## src/rtl/seq_pkg.sv

```systemverilog
// Shared types for the serial pattern source and its detector benches.
// Holds the FSM state encoding and the canonical 01010 test pattern.
package seq_pkg;

  typedef enum logic [1:0] {
    IDLE  = 2'd0,
    SHIFT = 2'd1,
    GAP   = 2'd2,
    DONE  = 2'd3
  } state_e;

  localparam logic [4:0] PAT_01010 = 5'b01010;

endpackage

```

## src/rtl/seq_pattern_tx_if.sv

```systemverilog
// Control/stream bundle of seq_pattern_tx.
// master drives start/abort/pattern/len/reps; slave returns xout/xvalid/busy/done.
interface seq_pattern_tx_if #(
  parameter int WIDTH = 8,
  parameter int RPT_W = 4
);
  localparam int LW = $clog2(WIDTH + 1);

  logic             start;
  logic             abort;
  logic [WIDTH-1:0] pattern;
  logic [LW-1:0]    len;
  logic [RPT_W-1:0] reps;
  logic             xout;
  logic             xvalid;
  logic             busy;
  logic             done;

  modport master (
    output start, abort, pattern, len, reps,
    input  xout, xvalid, busy, done
  );

  modport slave (
    input  start, abort, pattern, len, reps,
    output xout, xvalid, busy, done
  );
endinterface

```

## src/rtl/seq_pattern_tx_piso.sv

```systemverilog
// piso_shift: WIDTH-bit parallel-load, MSB-first shift register.
// Ports: clk, rst (async low), load_i, shift_i, din_i, msb_o.
module piso_shift #(
  parameter int WIDTH = 8
) (
  input  logic             clk,
  input  logic             rst,
  input  logic             load_i,
  input  logic             shift_i,
  input  logic [WIDTH-1:0] din_i,
  output logic             msb_o
);

  logic [WIDTH-1:0] sr_q;

  always_ff @(posedge clk or negedge rst) begin
    if (!rst) begin
      sr_q <= '0;
    end else if (load_i) begin
      sr_q <= din_i;
    end else if (shift_i) begin
      sr_q <= {sr_q[WIDTH-2:0], 1'b0};
    end
  end

  assign msb_o = sr_q[WIDTH-1];

endmodule

```

## src/rtl/seq_pattern_tx.sv

```systemverilog
// Serial bit-pattern transmitter: MSB-first bursts with repeats and gaps.
// Ports: clk, rst (async low), bus (seq_pattern_tx_if.slave).
module seq_pattern_tx
  import seq_pkg::*;
#(
  parameter int WIDTH      = 8,
  parameter int RPT_W      = 4,
  parameter int GAP_CYCLES = 0
) (
  input  logic             clk,
  input  logic             rst,
  seq_pattern_tx_if.slave  bus
);

  localparam int LW = $clog2(WIDTH + 1);
  localparam int GW = (GAP_CYCLES > 1) ? $clog2(GAP_CYCLES) : 1;

  localparam logic [1:0] S_IDLE  = IDLE;
  localparam logic [1:0] S_SHIFT = SHIFT;
  localparam logic [1:0] S_GAP   = GAP;
  localparam logic [1:0] S_DONE  = DONE;

  logic [1:0]       state_q, state_d;
  logic [WIDTH-1:0] pat_q, pat_d;
  logic [LW-1:0]    len_q, len_d;
  logic [LW-1:0]    cnt_q, cnt_d;
  logic [RPT_W-1:0] rep_q, rep_d;
  logic [GW-1:0]    gap_q, gap_d;
  logic             xout_q, xout_d;
  logic             xvalid_q, xvalid_d;
  logic             busy_q, busy_d;
  logic             done_q, done_d;

  logic             ld, sh, msb;
  logic [WIDTH-1:0] ld_data;
  logic [LW-1:0]    len_c;
  logic [RPT_W-1:0] rep_c;
  logic [WIDTH-1:0] aligned;

  assign len_c = (bus.len > LW'(WIDTH)) ? LW'(WIDTH) : bus.len;
  assign rep_c = (bus.reps == '0) ? RPT_W'(1) : bus.reps;
  // Left-justify so pattern[len-1] sits in the shifter MSB.
  assign aligned = bus.pattern << (LW'(WIDTH) - len_c);

  // Shifter holds only the bits still to come; the current bit
  // lives in xout_q so the output is a true flop.
  piso_shift #(.WIDTH(WIDTH)) u_piso (
    .clk     (clk),
    .rst     (rst),
    .load_i  (ld),
    .shift_i (sh),
    .din_i   (ld_data),
    .msb_o   (msb)
  );

  always_comb begin
    state_d  = state_q;
    pat_d    = pat_q;
    len_d    = len_q;
    cnt_d    = cnt_q;
    rep_d    = rep_q;
    gap_d    = gap_q;
    xout_d   = 1'b0;
    xvalid_d = 1'b0;
    busy_d   = busy_q;
    done_d   = 1'b0;
    ld       = 1'b0;
    sh       = 1'b0;
    ld_data  = pat_q << 1;
    unique case (state_q)
      S_IDLE: begin
        if (bus.start && !bus.abort) begin
          pat_d = aligned;
          len_d = len_c;
          rep_d = rep_c;
          if (len_c == '0) begin
            state_d = S_DONE;
            done_d  = 1'b1;
          end else begin
            state_d  = S_SHIFT;
            busy_d   = 1'b1;
            xout_d   = aligned[WIDTH-1];
            xvalid_d = 1'b1;
            cnt_d    = len_c;
            ld       = 1'b1;
            ld_data  = aligned << 1;
          end
        end
      end
      S_SHIFT: begin
        if (bus.abort) begin
          state_d = S_IDLE;
          busy_d  = 1'b0;
        end else if (cnt_q > LW'(1)) begin
          xout_d   = msb;
          xvalid_d = 1'b1;
          sh       = 1'b1;
          cnt_d    = cnt_q - LW'(1);
        end else if (rep_q > RPT_W'(1)) begin
          rep_d = rep_q - RPT_W'(1);
          if (GAP_CYCLES > 0) begin
            state_d = S_GAP;
            gap_d   = GW'(GAP_CYCLES - 1);
          end else begin
            xout_d   = pat_q[WIDTH-1];
            xvalid_d = 1'b1;
            ld       = 1'b1;
            cnt_d    = len_q;
          end
        end else begin
          state_d = S_DONE;
          done_d  = 1'b1;
          busy_d  = 1'b0;
        end
      end
      S_GAP: begin
        if (bus.abort) begin
          state_d = S_IDLE;
          busy_d  = 1'b0;
        end else if (gap_q == '0) begin
          state_d  = S_SHIFT;
          xout_d   = pat_q[WIDTH-1];
          xvalid_d = 1'b1;
          ld       = 1'b1;
          cnt_d    = len_q;
        end else begin
          gap_d = gap_q - GW'(1);
        end
      end
      S_DONE: begin
        state_d = S_IDLE;
      end
      default: begin
        state_d = S_IDLE;
        busy_d  = 1'b0;
      end
    endcase
  end

  always_ff @(posedge clk or negedge rst) begin
    if (!rst) begin
      state_q  <= S_IDLE;
      pat_q    <= '0;
      len_q    <= '0;
      cnt_q    <= '0;
      rep_q    <= '0;
      gap_q    <= '0;
      xout_q   <= 1'b0;
      xvalid_q <= 1'b0;
      busy_q   <= 1'b0;
      done_q   <= 1'b0;
    end else begin
      state_q  <= state_d;
      pat_q    <= pat_d;
      len_q    <= len_d;
      cnt_q    <= cnt_d;
      rep_q    <= rep_d;
      gap_q    <= gap_d;
      xout_q   <= xout_d;
      xvalid_q <= xvalid_d;
      busy_q   <= busy_d;
      done_q   <= done_d;
    end
  end

  assign bus.xout   = xout_q;
  assign bus.xvalid = xvalid_q;
  assign bus.busy   = busy_q;
  assign bus.done   = done_q;

endmodule

```

## src/flat_wrapper.sv

```systemverilog
// flat-port wrapper written by rule: the top's interface ports become plain ports
module seq_pattern_tx_flat import seq_pkg::*;
#(
  parameter int WIDTH      = 8,
  parameter int RPT_W      = 4,
  parameter int GAP_CYCLES = 0
)
  (clk, rst, bus_start, bus_abort, bus_pattern, bus_len, bus_reps, bus_xout, bus_xvalid, bus_busy, bus_done);
  seq_pattern_tx_if #(.WIDTH(WIDTH), .RPT_W(RPT_W)) bus_i ();
  input  logic clk;
  input  logic rst;
  input wire logic [$bits(bus_i.start)-1:0] bus_start;
  input wire logic [$bits(bus_i.abort)-1:0] bus_abort;
  input wire logic [$bits(bus_i.pattern)-1:0] bus_pattern;
  input wire logic [$bits(bus_i.len)-1:0] bus_len;
  input wire logic [$bits(bus_i.reps)-1:0] bus_reps;
  output wire logic [$bits(bus_i.xout)-1:0] bus_xout;
  output wire logic [$bits(bus_i.xvalid)-1:0] bus_xvalid;
  output wire logic [$bits(bus_i.busy)-1:0] bus_busy;
  output wire logic [$bits(bus_i.done)-1:0] bus_done;
  assign bus_i.start = bus_start;
  assign bus_i.abort = bus_abort;
  assign bus_i.pattern = bus_pattern;
  assign bus_i.len = bus_len;
  assign bus_i.reps = bus_reps;
  assign bus_xout = bus_i.xout;
  assign bus_xvalid = bus_i.xvalid;
  assign bus_busy = bus_i.busy;
  assign bus_done = bus_i.done;
  seq_pattern_tx #(.WIDTH(WIDTH), .RPT_W(RPT_W), .GAP_CYCLES(GAP_CYCLES)) u_core (.clk(clk), .rst(rst), .bus(bus_i));
endmodule
```

## config.mk

```make
export PLATFORM = sky130hd
export DESIGN_NAME = seq_pattern_tx_flat
export DESIGN_NICKNAME = d
export VERILOG_FILES = /design/src/rtl/seq_pkg.sv /design/src/rtl/seq_pattern_tx_if.sv /design/src/rtl/seq_pattern_tx_piso.sv /design/src/rtl/seq_pattern_tx.sv /design/src/flat_wrapper.sv
export SDC_FILE = /design/constraint.sdc
export NUM_CORES = 1
export LEC_CHECK = 0
export ABC_CLOCK_PERIOD_IN_PS = 4700
export CORE_AREA = 2 2 68 70
export DETAILED_ROUTE_END_ITERATION = 16
export DIE_AREA = 0 0 70 72
export DONT_BUFFER_PORTS = 1
export GPL_TIMING_DRIVEN = 0
export HOLD_SLACK_MARGIN = 0.12
export PLACE_DENSITY = 0.76
export SYNTH_ARGS = -nofsm -noshare
export SYNTH_HDL_FRONTEND = slang
export SYNTH_SLANG_ARGS = --single-unit
```

## constraint.sdc

```tcl
create_clock -name clk -period 4.7 [get_ports clk]
set_clock_uncertainty 0.2 [all_clocks]
set_input_delay 0.94 -clock clk [delete_from_list [all_inputs] [get_ports clk]]
set_output_delay 0.94 -clock clk [all_outputs]
set_load 0.05 [all_outputs]
```

== Yosys cells after proc, flatten, opt, wreduce, memory -nomap -nowiden ==
Cells that the tools add are included.

* Output and inout bits: 4
* Word-level logic and storage cells: 113
* Input bits: 20
* Flip-flop bits (word level): 35

* Reductions and logical operators: 14
* Multiplexer cells: 64
* Order comparisons: 3
* Equal/unequal tests: 15
* Shift operators: 1
* Bitwise operators: 1
* $add $sub $neg: 4

{| class="wikitable"
|+ Operators with widths
! kind !! count
|-
| $mux 4 || 13
|-
| $mux 8 || 5
|-
| $mux 1 || 31
|-
| $mux 2 || 7
|-
| $ne 2x2->1 const B || 6
|-
| $pmux 1 s3 || 4
|-
| $pmux 4 s3 || 1
|-
| $ne 3x3->1 const B || 3
|-
| $gt 4x1->1 const B || 2
|-
| $logic_not 4->1 || 2
|-
| $pmux 2 s4 || 1
|-
| $pmux 4 s2 || 1
|-
| $shl 8x4->8 || 1
|-
| $sub 4x1->4 const B || 2
|-
| $reduce_and 7->1 || 1
|-
| $reduce_and 6->1 || 1
|-
| $reduce_and 5->1 || 1
|-
| $eq 2x2->1 const B || 2
|-
| $gt 4x4->1 const B || 1
|-
| $ne 2x1->1 const B || 2
|-
| $reduce_and 2->1 || 2
|-
| $reduce_and 4->1 || 1
|-
| $reduce_bool 2->1 || 2
|-
| $sub 4x4->4 const A || 1
|-
| 9 further kinds || 9
|}

== Longest topological paths before layout ==
Gate-level depths: netlist (run 1).

* Word-level depth: 8
* Mapped depth: 10
* Depth with buffers taken out: 8

== Modules after synthesis ==
Synthesis (run 1) repeated with hierarchy kept, for this count alone.

* Cells, all modules: 269
* Area total of the unflattened synthesis: 2338.5 sq um

{| class="wikitable"
|+ Modules (own cells, without submodules)
! module !! seq. area each (sq um) !! area an instance (sq um) !! cells an instance !! times used
|-
| seq_pattern_tx || 650.6 || 1969.4 || 235 || 1
|-
| piso_shift || 200.2 || 369.1 || 34 || 1
|}

== Worst setup path after synthesis (run 1) ==
OpenSTA, ideal clock, no wires.

* Path kind: input port to flip-flop
* From: in bus_len[0]
* To: reg u_core.u_piso.sr_q[6]
* Path buffers: 2
* Required time: 4.369 ns
* Stages: 10
* Slack: 1.803 ns
* Arrival time: 2.566 ns
* Library setup time: 0.131 ns
* Cell sequence: nor2b_1 buf_2 inv_2 ha_1 clkbuf_1 inv_1 a21oi_1 or3b_1 o211ai_1 a31oi_1

* Cells in the longest elaborated chain, start to end: 8
* Elaborated cells on any way between the ends: 13
* Classes of those cells: add/sub (1); order compare (1); shift (1); mux (8); reduce/logical (2)

{| class="wikitable"
|+ RTL lines
! element !! RTL line !! source
|-
| start: declaration || flat_wrapper.sv:15 || <nowiki>input wire logic [$bits(bus_i.len)-1:0] bus_len;</nowiki>
|-
| $gt 4x4->1 || seq_pattern_tx.sv:40 || <nowiki>assign len_c = (bus.len > LW'(WIDTH)) ? LW'(WIDTH) : bus.len;</nowiki>
|-
| $mux 4 (*) || seq_pattern_tx.sv:40 ||
|-
| $sub 4x4->4 || seq_pattern_tx.sv:43 || <nowiki>assign aligned = bus.pattern << (LW'(WIDTH) - len_c);</nowiki>
|-
| $shl 8x4->8 || seq_pattern_tx.sv:43 ||
|-
| $mux 8 || seq_pattern_tx.sv:76 || <nowiki>if (len_c == '0) begin</nowiki>
|-
| $mux 8 || seq_pattern_tx.sv:72 || <nowiki>if (bus.start && !bus.abort) begin</nowiki>
|-
| $mux 8 || seq_pattern_tx.sv:70 || <nowiki>unique case (state_q)</nowiki>
|-
| $mux 8 || seq_pattern_tx_piso.sv:19 || <nowiki>end else if (load_i) begin</nowiki>
|-
| end signal: assignment || seq_pattern_tx_piso.sv:20 || <nowiki>sr_q <= din_i;</nowiki>
|-
| end signal: assignment || seq_pattern_tx_piso.sv:22 || <nowiki>sr_q <= {sr_q[WIDTH-2:0], 1'b0};</nowiki>
|-
| end: declaration || seq_pattern_tx_piso.sv:14 || <nowiki>logic [WIDTH-1:0] sr_q;</nowiki>
|}

Every way passes the cells marked *; elsewhere a longest branch is shown, timed or not.
A chain may end at the register's enable or synchronous reset.

== Worst setup path after layout (run 1) ==
* From: in bus_len[0]
* To: reg u_core.u_piso.sr_q[2]

The elaborated chain is that of the path after synthesis.

==> metrics list, run 1 <==
- Max Freq: roughly 320 MHz
- The die covers 5040 um2.
- Measured along the y axis, the die boundary spans between 70 and 80 um.
- Highest fanout seen on the critical path: 10
* Instance area at placement: between 2000 and 2500 um2
- Count of filler cells inserted in the layout: around 400
* Top flip-flop cell by instance count after synthesis: sky130_fd_sc_hd__dfrtp_1
- Total Wirelength: ~5600 um
- Post-DR vias/cell: 6.21
* Tcrit/Tclk final: 66.8%
* DR DRC count: 0
- Final GP Congestion: 0.930
- Core area: 4260 um2
* Share of final-layout standard cells stronger than drive strength 1: 10.5%
- Routed length per instance: 16.4 um
- At the later pin of the worst-skew pair, clock insertion delay measures 0.29 ns.
* First-pass GRT wire length: about 9600 um
- Summing the sequential cell areas from Yosys gives approximately 35% of the chip area.
- Pwr/cell area: approximately 600 nW/um2
- During synthesis, Yosys emitted a total of 0 warnings.
- By startpoint and endpoint, the worst setup path is classified as in2reg.
- For the worst setup path, the data arrival time is around 3.1 ns.
- Hold is met by 0.139 ns.
- Summed over all cells, the static leakage comes to about 1.1 nW.
- STA classifies the critical path startpoint as a primary input.
- In this run, the number of DRC markers left after iteration 0 of detailed routing was 184.
* Critical Path End Type: flip-flop
* Number of enable-type register cells in the synthesized netlist: 0
- Residual overflow from global routing: 0
* Total vias in the final route: 2100
- After synthesis, the cell types taking the most area are sky130_fd_sc_hd__dfrtp_1 35%, sky130_fd_sc_hd__nand2_1 6.4%, sky130_fd_sc_hd__mux2i_1 5.9%.
- In the post-route analysis, the smallest setup slack over all paths is 1.56 ns.
- Count of hold-fix buffers inserted at cts: 0
- Total of endpoints with negative setup slack in the final report: 0
- The number of global-route vias before repair came to 2033.
- Synthesized-area fraction occupied by and/or/nand/nor cells: 22.4%
* Count of standard-cell rows: 24
* All-layer global routing usage: approximately a quarter
- Number of unique standard cell types used by synthesis: just under 60
- The worst path needs roughly 3.1 ns of the cycle, external delays included.
* Port Buffers: 0
- The number of antenna violations at the first check in global routing came to 0.
* Final count of pins violating max slew: 0
* Final hold violation count: 0
- Across the run, the number of max-cap violations was 0.
* Synthesized cell area: about 2400 um2
- Ant diodes: 0
- Transition at the pin with the smallest max-transition slack: 0.469 ns
* Setup repair after global routing missed its margin: no
- Total chip power: approximately 1.5 mW
* Syn nets: slightly above 300
* Post-synthesis xor/xnor area fraction: between 1 and 1.5%
* Setup total negative slack: 0 ns
- Relative area change from synthesis to final layout: 6.33%
- Entering global routing, the biggest net connects 34 pins.
* IR drop worst, VDD: 0.329 mV
- Number of optimization iterations in the first detailed-route pass: 4
- Number of nets with antenna violations after detailed routing: 0
- Number of sinks driven by the clock tree: 33
- The synthesized netlist devotes around 4.7% of its cell area to adder and majority cells.
* Share of async-settable or async-resettable flops after synthesis: 100%
- At the placement stage, the worst setup path has a slack of approximately 1.3 ns.
- For this design the top-level I/O count stands at 24.
- The synthesized netlist devotes about a quarter of its cell area to compound gates.
- Clock Pin Slew Worst Setup and Hold Paths: approximately 0.070 ns
- Counting flops and latches in the post-synthesis netlist gives 33.
* Number of buffers inserted during clock tree synthesis: 5
- No sink is reached through more buffers than the 2 on the longest clock path.
* Largest area contributor in the netlist: sky130_fd_sc_hd__dfrtp_1
- After routing the design area is approximately 2500 um2.
* CTS tree: yes
- Once the clock tree was built, the setup fixing pass inserted 0 buffers.
* Initial Util: approximately 56%
* Worst Path Required: approximately 4.7 ns
- Buffer cell driving the clock tree root: sky130_fd_sc_hd__clkbuf_8
- Headroom to the max-slew limit: between 60% and 70%
* Yosys top cell area share: between 30 and 40%
* Post-cts gate resize count: 0
* Post-DP HPWL: ~4000 um
- In the synthesized netlist, mux cells make up approximately 8% of the area.
- After synthesis, the largest family of logic cells by area is compound AO/OA/AOI/OAI gates.
* Width of the die: 70 um
- Outcome: complete, no violations
- Htree depth: 2
- Averaged over all synthesized cells, the footprint is around 8.6 um2.
- Post-Syn Instances: 279
- Final layout net count: 315
- Worst min-delay path category: in2async
## worst max-delay path, cell delays in order
cell                       delay [ns]
sky130_fd_sc_hd__nor2b_1         0.10
sky130_fd_sc_hd__buf_2           0.18
sky130_fd_sc_hd__inv_2           0.15
sky130_fd_sc_hd__ha_1            0.32
sky130_fd_sc_hd__or3b_1          0.44
sky130_fd_sc_hd__nand2_1         0.14
sky130_fd_sc_hd__clkbuf_1        0.37
sky130_fd_sc_hd__nor2_1          0.10
sky130_fd_sc_hd__a22oi_1         0.24
sky130_fd_sc_hd__a21oi_1         0.11
## cell families after synthesis
| group | after synthesis |
|---|---|
| simple gates | 102 |
| compound gates | 84 |
| flops | 33 |
| buf+inv | 30 |
| mux | 18 |
| fa+ha+maj | 9 |
| xor+xnor | 3 |
## state kept, by name, summed over array words and instances, names as in the netlist
signal              count
u_core.len_q            4
u_core.bus.busy         1
u_core.bus.done         1
u_core.pat_q            8
u_core.cnt_q            4
u_core.bus.xvalid       1
u_core.bus.xout         1
u_core.rep_q            4
u_core.u_piso.sr_q      7
u_core.state_q          2
## per-stage QoR
stage	instances	utilization (%)
floorplan	279	-
global placement	331	57.6
detailed placement	331	57.6
CTS	338	59.7
global route	338	59.7
finish	338	59.7
## final cells by class
cell class	instances	area (um2)	share of cell area, %
plain buffers	14	70.1	2.75
clock buffers	7	86.3	3.39
inverters	16	60.1	2.36
multi-input cells	216	1440	56.5
flip-flops and latches	33	826	32.5
well taps	52	65.1	2.56
## Yosys cell counts (4+ instances only)
master                     count
sky130_fd_sc_hd__nor2_1       16
sky130_fd_sc_hd__a21oi_1      19
sky130_fd_sc_hd__inv_1        14
sky130_fd_sc_hd__o21ai_1       8
sky130_fd_sc_hd__clkbuf_1      6
sky130_fd_sc_hd__ha_1          9
sky130_fd_sc_hd__a211oi_1      7
sky130_fd_sc_hd__or2_1         4
sky130_fd_sc_hd__nand2_1      41
sky130_fd_sc_hd__nor2b_1       7
sky130_fd_sc_hd__nand2b_1      5
sky130_fd_sc_hd__mux2i_1      14
sky130_fd_sc_hd__a31oi_1       8
sky130_fd_sc_hd__dfrtp_1      33
sky130_fd_sc_hd__o21ai_0       8
sky130_fd_sc_hd__buf_2         5
sky130_fd_sc_hd__o211ai_1      4
sky130_fd_sc_hd__nor3_1        5
sky130_fd_sc_hd__o31ai_1       4
## final timing paths
| check | start | endpoint | slack (ns) | depth (start not counted) |
|---|---|---|---|---|
| worst max-delay path | bus_len[0] | u_core.u_piso.sr_q[2] | 1.56 | 10 |
| worst min-delay path | rst | u_core.rep_q[1] | 0.14 | 0 |
| worst max register to register | u_core.state_q[1] | u_core.u_piso.sr_q[4] | 2.21 | 8 |
| worst min register to register | u_core.pat_q[0] | u_core.pat_q[0] | 0.29 | 2 |
| max in group asynchronous | rst | u_core.pat_q[1] | 4.08 | 0 |
| min in group clk | u_core.pat_q[0] | u_core.pat_q[0] | 0.29 | 2 |
## power breakdown
group | switching, mW | internal, mW
combinational | 0.436 | 0.322
sequential | 0.132 | 0.418
clock | 0.106 | 0.116
## cells in the final DEF, fill, tap and decap left out, types with 2 or more instances in the layout
cell	instances
sky130_fd_sc_hd__nor2_1	16
sky130_fd_sc_hd__a21o_1	2
sky130_fd_sc_hd__mux2i_1	14
sky130_fd_sc_hd__xor2_1	3
sky130_fd_sc_hd__nor2b_1	7
sky130_fd_sc_hd__a31oi_1	8
sky130_fd_sc_hd__buf_4	3
sky130_fd_sc_hd__o211ai_1	4
sky130_fd_sc_hd__buf_2	5
sky130_fd_sc_hd__ha_1	9
sky130_fd_sc_hd__clkbuf_8	6
sky130_fd_sc_hd__o21ai_1	8
sky130_fd_sc_hd__o22ai_1	3
sky130_fd_sc_hd__nand3_1	3
sky130_fd_sc_hd__o31ai_1	4
sky130_fd_sc_hd__inv_1	14
sky130_fd_sc_hd__or3b_1	3
sky130_fd_sc_hd__nor4b_1	2
sky130_fd_sc_hd__and3b_1	2
sky130_fd_sc_hd__a221oi_1	3
sky130_fd_sc_hd__a311oi_1	3
sky130_fd_sc_hd__inv_2	2
sky130_fd_sc_hd__mux2_2	3
sky130_fd_sc_hd__o21ai_0	8
sky130_fd_sc_hd__nor3_1	5
sky130_fd_sc_hd__a21oi_1	19
sky130_fd_sc_hd__or2_2	3
sky130_fd_sc_hd__a211oi_1	7
sky130_fd_sc_hd__nand2b_1	5
sky130_fd_sc_hd__a22oi_1	2
sky130_fd_sc_hd__or2_1	4
sky130_fd_sc_hd__nand2_1	41
sky130_fd_sc_hd__clkbuf_1	7
sky130_fd_sc_hd__dfrtp_1	33
## layer usage
metal / vias to the layer above / share of wire [%] / GRT usage (%)
met5: - / 0 / 0
met4: 0 / 1.4 / 7.48
met3: 7 / 5.9 / 4.72
met2: 72 / 45 / 38.2
met1: 996 / 47 / 32.7
li1: 1025 / - / -
No activity file was read; power rests on OpenSTA's default activity.
==> run 2, diff against run 1 <==
--- a/config.mk
+++ b/config.mk
@@ -5,14 +5,14 @@
 export SDC_FILE = /design/constraint.sdc
 export NUM_CORES = 1
 export LEC_CHECK = 0
-export ABC_CLOCK_PERIOD_IN_PS = 4700
+export ABC_CLOCK_PERIOD_IN_PS = 2800
 export CORE_AREA = 2 2 68 70
 export DETAILED_ROUTE_END_ITERATION = 16
 export DIE_AREA = 0 0 70 72
 export DONT_BUFFER_PORTS = 1
 export GPL_TIMING_DRIVEN = 0
 export HOLD_SLACK_MARGIN = 0.12
-export PLACE_DENSITY = 0.76
+export PLACE_DENSITY = 0.79
 export SYNTH_ARGS = -nofsm -noshare
 export SYNTH_HDL_FRONTEND = slang
 export SYNTH_SLANG_ARGS = --single-unit
==> constraint.sdc (replaced) <==
create_clock -name clk -period 2.8 [get_ports clk]
set_clock_uncertainty 0.2 [all_clocks]
set_input_delay 0.56 -clock clk [delete_from_list [all_inputs] [get_ports clk]]
set_output_delay 0.56 -clock clk [all_outputs]
set_load 0.05 [all_outputs]
==> run 2 against run 1 <==
Net effect:
- worst setup slack lost 1.4 ns
- final cell count grew 0.89%
- die area unchanged
- critical path depth did not move
- sequential share of layout area shrank 0.38 points
- via count grew 0.43%
==> metrics list, run 2 (synthesis gave the netlist of run 1 again) <==
* Reg-to-reg critical path endpoint: u_core.u_piso.sr_q[4]
- The layout net count was 317 (+0.63%).
- Setup repair after global routing missed its margin: no
- The number of buffers and inverters on the critical path was 3 (unchanged).
* Vias in the first global route: 1929 (-5.1%)
* Port Buffers: 0 (unchanged)
* Setup slack after layout: 0.135 ns (-1.43 ns)
- Number of flip-flops under the largest register name: 8 (unchanged)
- The met3 layer wire length in the routed design was 365 um (+12%).
- The first-pass iteration count of the detailed router is 5 (+1).
* First-pass GRT wire length: 9160 um (-4.5%)
- The number of hold-repair buffers added at the cts stage came to 2 (+2).
- The half-perimeter wire length of the detailed placement result came to 4060 um (-1.3%).
* Routed length per instance: 16.5 um (+0.17%)
- Dividing the final minimum period by the clock period gives 95.2%.
- CP Data Arrival Time: 2.63 ns (-0.48 ns)
* Cell area after layout: 2570 um2 (+1.2%)
* Count of standard-cell rows: 24 (unchanged)
- Number of buffers inserted during clock tree synthesis: 5 (unchanged)
- Count of max-cap constraint violations: 0 (unchanged)
- Worst setup SP type: primary input
* Number of cells on the critical path: 10 (unchanged)
- The number of gates given a new drive strength after cts came to 0 (unchanged).
- The highest metal layer carrying signal wires in the routed design is met4.
- Instance area at placement: 2460 um2 (unchanged)
* Htree depth: 2 (unchanged)
* Met2 Routed Length: 2530 um (+0.36%)
- The library cells used most frequently in the layout, excluding fill and tap cells, are 41 x sky130_fd_sc_hd__nand2_1, 33 x sky130_fd_sc_hd__dfrtp_1, 19 x sky130_fd_sc_hd__a21oi_1.
* Worst Setup Slack post-DPL: -0.141 ns (-1.41 ns)
- Number of sinks driven by the clock tree: 33 (unchanged)
- Number of nets with antenna violations after detailed routing: 0 (unchanged)
- Setup total negative slack: 0 ns (unchanged)
* Filler-free cell count of the finished design: 341 (+0.89%)
* All-layer global routing usage: 22.7% (-1.1 points)
* Total Wirelength: 5610 um (+1.1%)
- Max Freq: roughly 380 MHz
- Multi-input gate area: 1440 um2 (unchanged)
- The kind of cell with the highest combined delay along the critical path is simple AND/OR/NAND/NOR gates.
* Most flop-heavy register: u_core.pat_q
* Headroom to the max-slew limit: 66.5% (-2.2 points)
* Critical Path End Type: flip-flop
- Worst slack on hold paths: 0.199 ns (+0.0601 ns)
* Worst stage delay on the critical path: 0.43 ns (about the same)
* Total vias in the final route: 2109 (+0.43%)
- The run finished with clean final reports.
- Leakage dissipation: 1.12 nW (+1.2%)
- Number of placed instances with taps included: 331 (unchanged)
- Residual overflow from global routing: 0 (unchanged)
- The cell count of the worst reg-to-reg path came to 8 (unchanged).
* Highest fanout seen on the critical path: 10 (unchanged)
- Setup slack of the most critical reg-to-reg path: 0.41 ns (-1.80 ns)
- Registers with the most flip-flops: u_core.pat_q: 8 flops, u_core.u_piso.sr_q: 7 flops
* Tmin final: about 2.7 ns
* Cell with the largest stage delay on the worst path: sky130_fd_sc_hd__or3b_1
- The clock slew at the register clock pins of the worst setup and hold paths came to 0.07 ns (about the same).
* R2R Path Start: u_core.state_q[1]
* Sequential cell area: 826 um2 (unchanged)
- I/O Pins: 24 (unchanged)
- The number of DRC markers after the initial detailed-route iteration was 199 (+8.2%).
- Met1 layer wirelength in the final routing: 2630 um (-0.11%)
- The areal power density over the cells came to 1000 nW/um2 (+67%).
* Worst min-delay path category: in2reg
* Total chip power: 2.58 mW (+69%)
* Crit-path cells: nor2b_1 -> buf_2 -> inv_2 -> ha_1 -> or3b_1 -> nand2_1 -> clkbuf_1 -> nor2_1 -> a22oi_1 -> a21oi_1
* Buffer cell driving the clock tree root: sky130_fd_sc_hd__clkbuf_8
- Total of endpoints with negative setup slack in the final report: 0 (unchanged)
* Largest net degree at the start of global routing: 34 (unchanged)
* IR drop worst, VDD: 0.518 mV (+58%)
* Post-DR vias/cell: 6.18 (-0.45%)
- The routability-driven placement congestion ratio is 0.886 (-4.8%).
- Count of filler cells inserted in the layout: 360 (-8.9%)
- Final hold violation count: 0 (unchanged)
* # Post-CTS Setup Buffers: 0 (unchanged)
* Commonest non-fill, non-tap cell in the layout: sky130_fd_sc_hd__nand2_1
- The setup path with the least slack is of type in2reg.
- Final count of pins violating max slew: 0 (unchanged)
- The number of antenna violations at the first check in global routing came to 0 (unchanged).
- Initial Util: 56.1% (unchanged)
* Floorplan die area: 5040 um2 (unchanged)
- Core area: 4260 um2 (unchanged)
- The DRC violations left is 0 (unchanged).
- Relative area change from synthesis to final layout: 7.58%
- Die Span Y: 72 um (unchanged)
- Width of the die: 70 um (unchanged)
- Ant diodes: 0 (unchanged)
- Transition at the pin with the smallest max-transition slack: 0.501 ns (+0.0322 ns)
* Worst Path Required: 2.77 ns (-1.90 ns)
* Share of final-layout standard cells stronger than drive strength 1: 11.4% (+0.93 points)
- Endpoint of the worst setup timing path: u_core.u_piso.sr_q[2]
- Later-pin clock latency in the skew report: 0.29 ns (about the same)
- End-of-flow core utilization: 60.4% (+0.70 points)
* CTS tree: yes
- Clock tree buffer depth: 2 (unchanged)
* First element of the critical path: bus_len[0]
run 2: cell types whose count changed in the layout (fill, tap and decap cells not counted):
| cell | delta |
|---|---|
| sky130_fd_sc_hd__clkbuf_8 | -1 |
| sky130_fd_sc_hd__dlygate4sd3_1 | +1 |
| sky130_fd_sc_hd__clkbuf_1 | -1 |
| sky130_fd_sc_hd__clkinv_2 | +2 |
| sky130_fd_sc_hd__buf_12 | +1 |
| sky130_fd_sc_hd__clkinvlp_4 | +1 |
run 2: where the power goes:
group,switching [mW],total [mW],internal [mW]
logic,0.748,1.29,0.546
clock network,0.189,0.360,0.172
registers,0.226,0.927,0.701
run 2: worst min-delay path by stage:
stage / slack [ns] / to / cells past startpoint / start
2_1_floorplan: 0.06 / u_core.bus.busy / 0 / rst
3_3_place_gp: 0.06 / u_core.cnt_q[2] / 0 / rst
3_5_place_dp: 0.06 / u_core.cnt_q[2] / 0 / rst
4_1_cts: 0.21 / u_core.pat_q[0] / 2 / bus_pattern[0]
5_1_grt: 0.21 / u_core.pat_q[0] / 2 / bus_pattern[0]
6_report: 0.20 / u_core.pat_q[0] / 2 / bus_pattern[0]
run 2: layout make-up:
class	instances	share of cell area, %
buffer	14	2.72
clock buffer	5	2.67
clock inverter	3	0.681
inverter	16	2.33
multi-input combinational	216	55.8
sequential	33	32.1
tap	52	2.53
timing repair buffer	2	1.17
run 2: routing by layer:
metal / track usage (%) / vias up
met5: 0 / -
met4: 8.33 / 0
met3: 5.56 / 10
met2: 35.2 / 90
met1: 31.1 / 975
li1: - / 1034
